$ cat src/rtl/arb_mux_pkg.sv
// Shared defaults and output-stage state encoding for the arb_mux channel arbiter/multiplexer.
package arb_mux_pkg;

   localparam int WIDTH_DEF = 8;
   localparam int N_DEF     = 4;

   typedef enum logic {
      EMPTY = 1'b0,
      FULL  = 1'b1
   } state_t;

endpackage

$ cat src/rtl/arb_mux_grant.sv
// Combinational priority picker: first requester found searching upward from ptr, modulo N.
module arb_mux_grant #(
   parameter int N    = 4,
   parameter int SELW = 2
) (
   input  logic [N-1:0]    valid,
   input  logic [SELW-1:0] ptr,
   output logic [N-1:0]    grant,
   output logic [SELW-1:0] idx
);

   int   c;
   logic found;

   always_comb begin
      grant = '0;
      idx   = '0;
      found = 1'b0;
      c     = 0;
      for (int k = 0; k < N; k++) begin
         // explicit wrap keeps the search correct for non-power-of-two N
         c = int'(ptr) + k;
         if (c >= N) c = c - N;
         if (!found && valid[c]) begin
            found    = 1'b1;
            grant[c] = 1'b1;
            idx      = SELW'(c);
         end
      end
   end

endmodule

$ cat src/rtl/arb_mux.sv
// N-to-1 arbitrating mux with a single registered output stage.
// Define ARB_MUX_RR_EN for round-robin arbitration; otherwise lowest index wins.
module arb_mux
   import arb_mux_pkg::*;
#(
   parameter int WIDTH = WIDTH_DEF,
   parameter int N     = N_DEF,
   parameter int SELW  = $clog2(N)
) (
   input  logic               clk,
   input  logic               reset,
   input  logic [N-1:0]       in_valid,
   input  logic [N*WIDTH-1:0] in_data,
   output logic [N-1:0]       in_ready,
   output logic               out_valid,
   output logic [WIDTH-1:0]   out_data,
   output logic [SELW-1:0]    out_sel,
   input  logic               out_ready
);

   // Handshake: a beat moves on a rising edge where valid and ready are both high;
   // in_ready never waits on anything but the grant and the output stage having room.

   state_t            state, state_nxt;
   logic              can_load;
   logic              load;
   logic [N-1:0]      grant;
   logic [SELW-1:0]   grant_idx;
   logic [SELW-1:0]   ptr;

   arb_mux_grant #(
      .N    (N),
      .SELW (SELW)
   ) u_grant (
      .valid (in_valid),
      .ptr   (ptr),
      .grant (grant),
      .idx   (grant_idx)
   );

   assign out_valid = (state == FULL);
   assign can_load  = !out_valid || out_ready;
   assign in_ready  = (can_load && !reset) ? grant : '0;
   assign load      = |(in_valid & in_ready);

   always_ff @(posedge clk or posedge reset) begin
      if (reset) state <= EMPTY;
      else       state <= state_nxt;
   end

   always_comb begin
      state_nxt = state;
      if (load)           state_nxt = FULL;
      else if (out_ready) state_nxt = EMPTY;
   end

   // out_data/out_sel only change on a load, so they hold through drains and stalls
   always_ff @(posedge clk or posedge reset) begin
      if (reset) begin
         out_data <= '0;
         out_sel  <= '0;
      end else if (load) begin
         out_data <= in_data[grant_idx*WIDTH +: WIDTH];
         out_sel  <= grant_idx;
      end
   end

`ifdef ARB_MUX_RR_EN
   always_ff @(posedge clk or posedge reset) begin
      if (reset)     ptr <= '0;
      else if (load) ptr <= (grant_idx == SELW'(N-1)) ? '0 : grant_idx + 1'b1;
   end
`else
   assign ptr = '0;
`endif

endmodule

$ cat config.mk
export PLATFORM = sky130hd
export DESIGN_NAME = arb_mux
export DESIGN_NICKNAME = d
export VERILOG_FILES = /design/src/rtl/arb_mux_pkg.sv /design/src/rtl/arb_mux_grant.sv /design/src/rtl/arb_mux.sv
export SDC_FILE = /design/constraint.sdc
export NUM_CORES = 1
export LEC_CHECK = 0
export CAP_MARGIN = 40
export CELL_PAD_IN_SITES_DETAIL_PLACEMENT = 1
export CELL_PAD_IN_SITES_GLOBAL_PLACEMENT = 1
export CORE_ASPECT_RATIO = 0.75
export CORE_MARGIN = 2
export CORE_UTILIZATION = 26
export CTS_CLUSTER_DIAMETER = 30
export DETAILED_ROUTE_END_ITERATION = 8
export PLACE_DENSITY_LB_ADDON = 0.1
export REMOVE_ABC_BUFFERS = 1
export SYNTH_ARGS = -nofsm -noshare
export SYNTH_HDL_FRONTEND = slang
export SYNTH_SLANG_ARGS = --single-unit
export TNS_END_PERCENT = 50
$ cat constraint.sdc
create_clock -name clk -period 1.6 [get_ports clk]
set_input_delay 0.24 -clock clk [delete_from_list [all_inputs] [get_ports clk]]
set_output_delay 0.24 -clock clk [all_outputs]
set_load 0.01 [all_outputs]
==> results.toml <==
[timing]
timing.max_slew.rel_slack_pct = 66.51
hold-worst-slack_ns = 0.4072
fin_worst_skew_ns = 0.002566
setup-tns-final_ns = 0
finalHoldViolCount = 0
final_max_slew_viol_count = 0
clock.fmax_ghz = 0.6582
rsz0062_at_grt = "no"
final_critical_path_share_of_the_clock_period_pct = 94.95
layout_min_cycle_time_ns = 1.519
finalSetupViolations = 0
max_slew.worst_pin.slew_ns = 0.4996

[pwr]
share_clk_of_total_power_pct = 26.7
switching_share_pct = 29.20
p_int_w = 0.0007701
cell_pwr_density_mw_per_mm2 = 642.6
leakage_nw = 0.7706
seq_power_share_pct = 32.3
switching_power_w = 0.0003176
max-vdd-ir-drop_mv = 0.2463
combinationalPowerShare_pct = 41.0

[floorplan]
die_w_um = 73.33
die_h_um = 56.00
design.die.area_mm2 = 0.004106
rows = 18
initial_core_util_pct = 27.74
core_mm2 = 0.003378
design.portCount = 54

[clock_tree]
post_cts.repair.setup_buffers = 0
count_of_h_tree_levels_built_during_cts = 1
tritoncts = "done"
max-clock-path-buffers = 2
clock_latency_ns = 0.24
clkSinkCount = 11
cts.clk_slew.worst_paths_ns = 0.05
cts-buffers-inserted = 3
holdBufCountCts = 0
library_cell_used_as_clock_root_buffer = "sky130_fd_sc_hd__clkbuf_8"

[place]
place.detailed.hpwl_um = 2727
place_congestion = 0.8416
post-place-cells = 220
io_buffers = 53

[logic_synthesis]
synth.yosys.warnings = 0
ys_top_cells_by_count = "sky130_fd_sc_hd__a31oi_1 (17), sky130_fd_sc_hd__dfrtp_1 (11), sky130_fd_sc_hd__clkbuf_1 (10), sky130_fd_sc_hd__o21ai_0 (10)"
synth.yosys.seq_area_share_pct = 29.37
most_common_flop_cell_mapped_by_yosys = "sky130_fd_sc_hd__dfrtp_1"
synth_instances = 117
async_set_reset_flop_share_out_of_synthesis_pct = 100.0
number_of_enable_flip_flop_cells_after_synthesis = 0
total_of_flip_flops_plus_latches_after_synthesis = 11
yosysMostFrequentCell = "sky130_fd_sc_hd__a31oi_1"
synth_top_area_cell = "sky130_fd_sc_hd__dfrtp_1"
netlist_area_um2 = 937.1
synth_area_per_cell_um2 = 8.010
synth_cell_types = 25
yosys-top-cells-area = "sky130_fd_sc_hd__dfrtp_1 (29%), sky130_fd_sc_hd__a31oi_1 (11%), sky130_fd_sc_hd__and3b_1 (8.4%)"
yosysTopAreaCellShare_pct = 29.37

[worst_setup_path]
timing.critical_path.fanout_max = 4
critical_path_required_ns = 1.36
worstSetupEndpointType = "output port"
worst_path_largest_cell_delay_ns = 0.37
cp_cell_sequence = "nor2b_4, nor4b_2, dlygate4sd2_1"
worstSetupStartpointType = "register"
cp_slowest_cell = "sky130_fd_sc_hd__dfrtp_1"
setup.worst_path.class = "register to output port"
critical_path_arrival_ns = 1.28

[routing]
route.vias.total = 1161
avgViaCountPerCell = 5.160
drt-pass1-iter-count = 4
top_layer = "met4"
ant_nets = 0
wl_met3_um = 237
initialDrtViolationCount = 61
wl_per_cell_um = 15.37
routedLengthMet1_um = 1461
remaining_drc_errors = 0
route.final.wire_length_um = 3459
route.met2.wl_um = 1744

[global_routing]
gr-usage-all-layers_pct = 17.06
wire_length_of_the_first_global_routing_pass_um = 5409
grt_max_degree = 24
via_count_of_the_first_global_routing_pass = 1161
grt_antenna_before_repair = 1
grt_overflow_total = 0

[finish]
final.fill_count = 405
finalNetCount = 224
final_layout_size_suffix_gt1_share_pct = 19.02
fin_cells = 225
areaGrowthSynthToFinish_pct = 80.64

[outcome]
outcome = "finished, final reports clean"

[hold_path]
min_path_type = "input pin to asynchronous set/reset pin"

[run]
maxCapViolations = 0
==> path summary, 6_finish.rpt <==
check | depth (start not counted) | startpoint | endpoint | slack [ns]
worst min register to register | 1 | out_sel[1] | out_sel[1] | 0.53
worst max-delay path | 3 | out_valid | in_ready[1] | 0.08
worst min-delay path | 4 | reset | out_valid | 0.41
min in group clk | 2 | reset | out_sel[1] | 0.52
max in group asynchronous | 4 | reset | out_data[5] | 1.00
worst max register to register | 4 | out_valid | out_data[3] | 0.22
==> power groups by stage <==
stage	registers (W)	clock network, W	logic (W)
floorplan	0.000373	0	0.000126
global placement	0.000354	0	0.000435
detailed placement	0.000356	0	0.000445
CTS	0.000352	0.000294	0.000446
global route	0.000357	0.000310	0.000483
finish	0.000352	0.000291	0.000446
==> kinds of logic (layout without fill, tap and decap cells) <==
group,count (synthesis),after routing,synth area share (%)
simple gates,41,41,30.84
other cells,0,1,0
compound gates,43,43,29.24
flops,11,11,29.37
buf+inv,22,89,10.55
==> what timing repair did <==
| action | CTS | global route |
|---|---|---|
| pin swaps | 0 | 1 |
| resized for setup | 14 | 7 |
| hold endpoints to repair | 0 | 0 |
| setup endpoints to repair | 12 | 11 |
==> layout make-up <==
type / count / area [um^2] / share of cell area (%)
Timing Repair Buffer: 76 / 693.2 / 40.95
Multi-Input combinational cell: 84 / 593.1 / 35.03
Sequential cell: 11 / 275.3 / 16.26
Tap cell: 40 / 50.05 / 2.956
Clock buffer: 4 / 45.04 / 2.661
Inverter: 9 / 33.78 / 1.996
Antenna cell: 1 / 2.502 / 0.1478
==> critical path, delay by kind of cell, from the launching register on <==
family        cells  cell delay, ns
buf+inv           1            0.30
flops             1            0.37
simple gates      2            0.35
==> flip-flops by register name, indices dropped and copies added, names as in the netlist <==
name,count
out_sel,2
out_valid,1
out_data,8
==> routing by layer <==
layer / global-route usage, % / vias to the layer above
li1: - / 570
met2: 29.47 / 38
met5: 0 / -
met3: 3.986 / 3
met1: 20.69 / 550
met4: 5.455 / 0
==> metrics by stage <==
step | setup WS, ns | cell area (um^2) | total power, W | util (%)
after floorplan | 0.2920 | 872.1 | 0.0004995 | -
after global placement | -0.3949 | 1625 | 0.0007888 | 48.11
after detailed placement | -0.4152 | 1625 | 0.0008012 | 48.11
after CTS | 0.01027 | 1677 | 0.001092 | 49.63
after global routing | 0.004298 | 1693 | 0.001150 | 50.11
final | 0.08075 | 1693 | 0.001088 | 50.11
==> cell usage in the layout (no fill, tap or decap) <==
cell type	count
sky130_fd_sc_hd__and3_1	1
sky130_fd_sc_hd__clkbuf_2	1
sky130_fd_sc_hd__o221a_2	1
sky130_fd_sc_hd__nor4_1	2
sky130_fd_sc_hd__nor3_1	2
sky130_fd_sc_hd__a31oi_1	16
sky130_fd_sc_hd__a21oi_1	7
sky130_fd_sc_hd__and2_1	1
sky130_fd_sc_hd__dlymetal6s2s_1	1
sky130_fd_sc_hd__or4_4	1
sky130_fd_sc_hd__nor4b_2	1
sky130_fd_sc_hd__nand3_1	1
sky130_fd_sc_hd__nor2b_4	1
sky130_fd_sc_hd__and3b_1	9
sky130_fd_sc_hd__diode_2	1
sky130_fd_sc_hd__nor3_2	1
sky130_fd_sc_hd__and2b_1	6
sky130_fd_sc_hd__buf_4	23
sky130_fd_sc_hd__nor2_2	2
sky130_fd_sc_hd__and4b_1	1
sky130_fd_sc_hd__dlygate4sd2_1	6
sky130_fd_sc_hd__clkbuf_1	1
sky130_fd_sc_hd__nor2b_1	1
sky130_fd_sc_hd__clkdlybuf4s15_1	2
sky130_fd_sc_hd__nand2b_1	1
sky130_fd_sc_hd__o32a_1	1
sky130_fd_sc_hd__clkbuf_8	3
sky130_fd_sc_hd__dfrtp_1	11
sky130_fd_sc_hd__o21ai_0	10
sky130_fd_sc_hd__nor2_1	3
sky130_fd_sc_hd__clkdlybuf4s50_1	43
sky130_fd_sc_hd__nand3b_1	7
sky130_fd_sc_hd__inv_1	9
sky130_fd_sc_hd__a31oi_2	1
sky130_fd_sc_hd__a22o_1	7
Note: power is estimated with default switching activity, not from simulation.
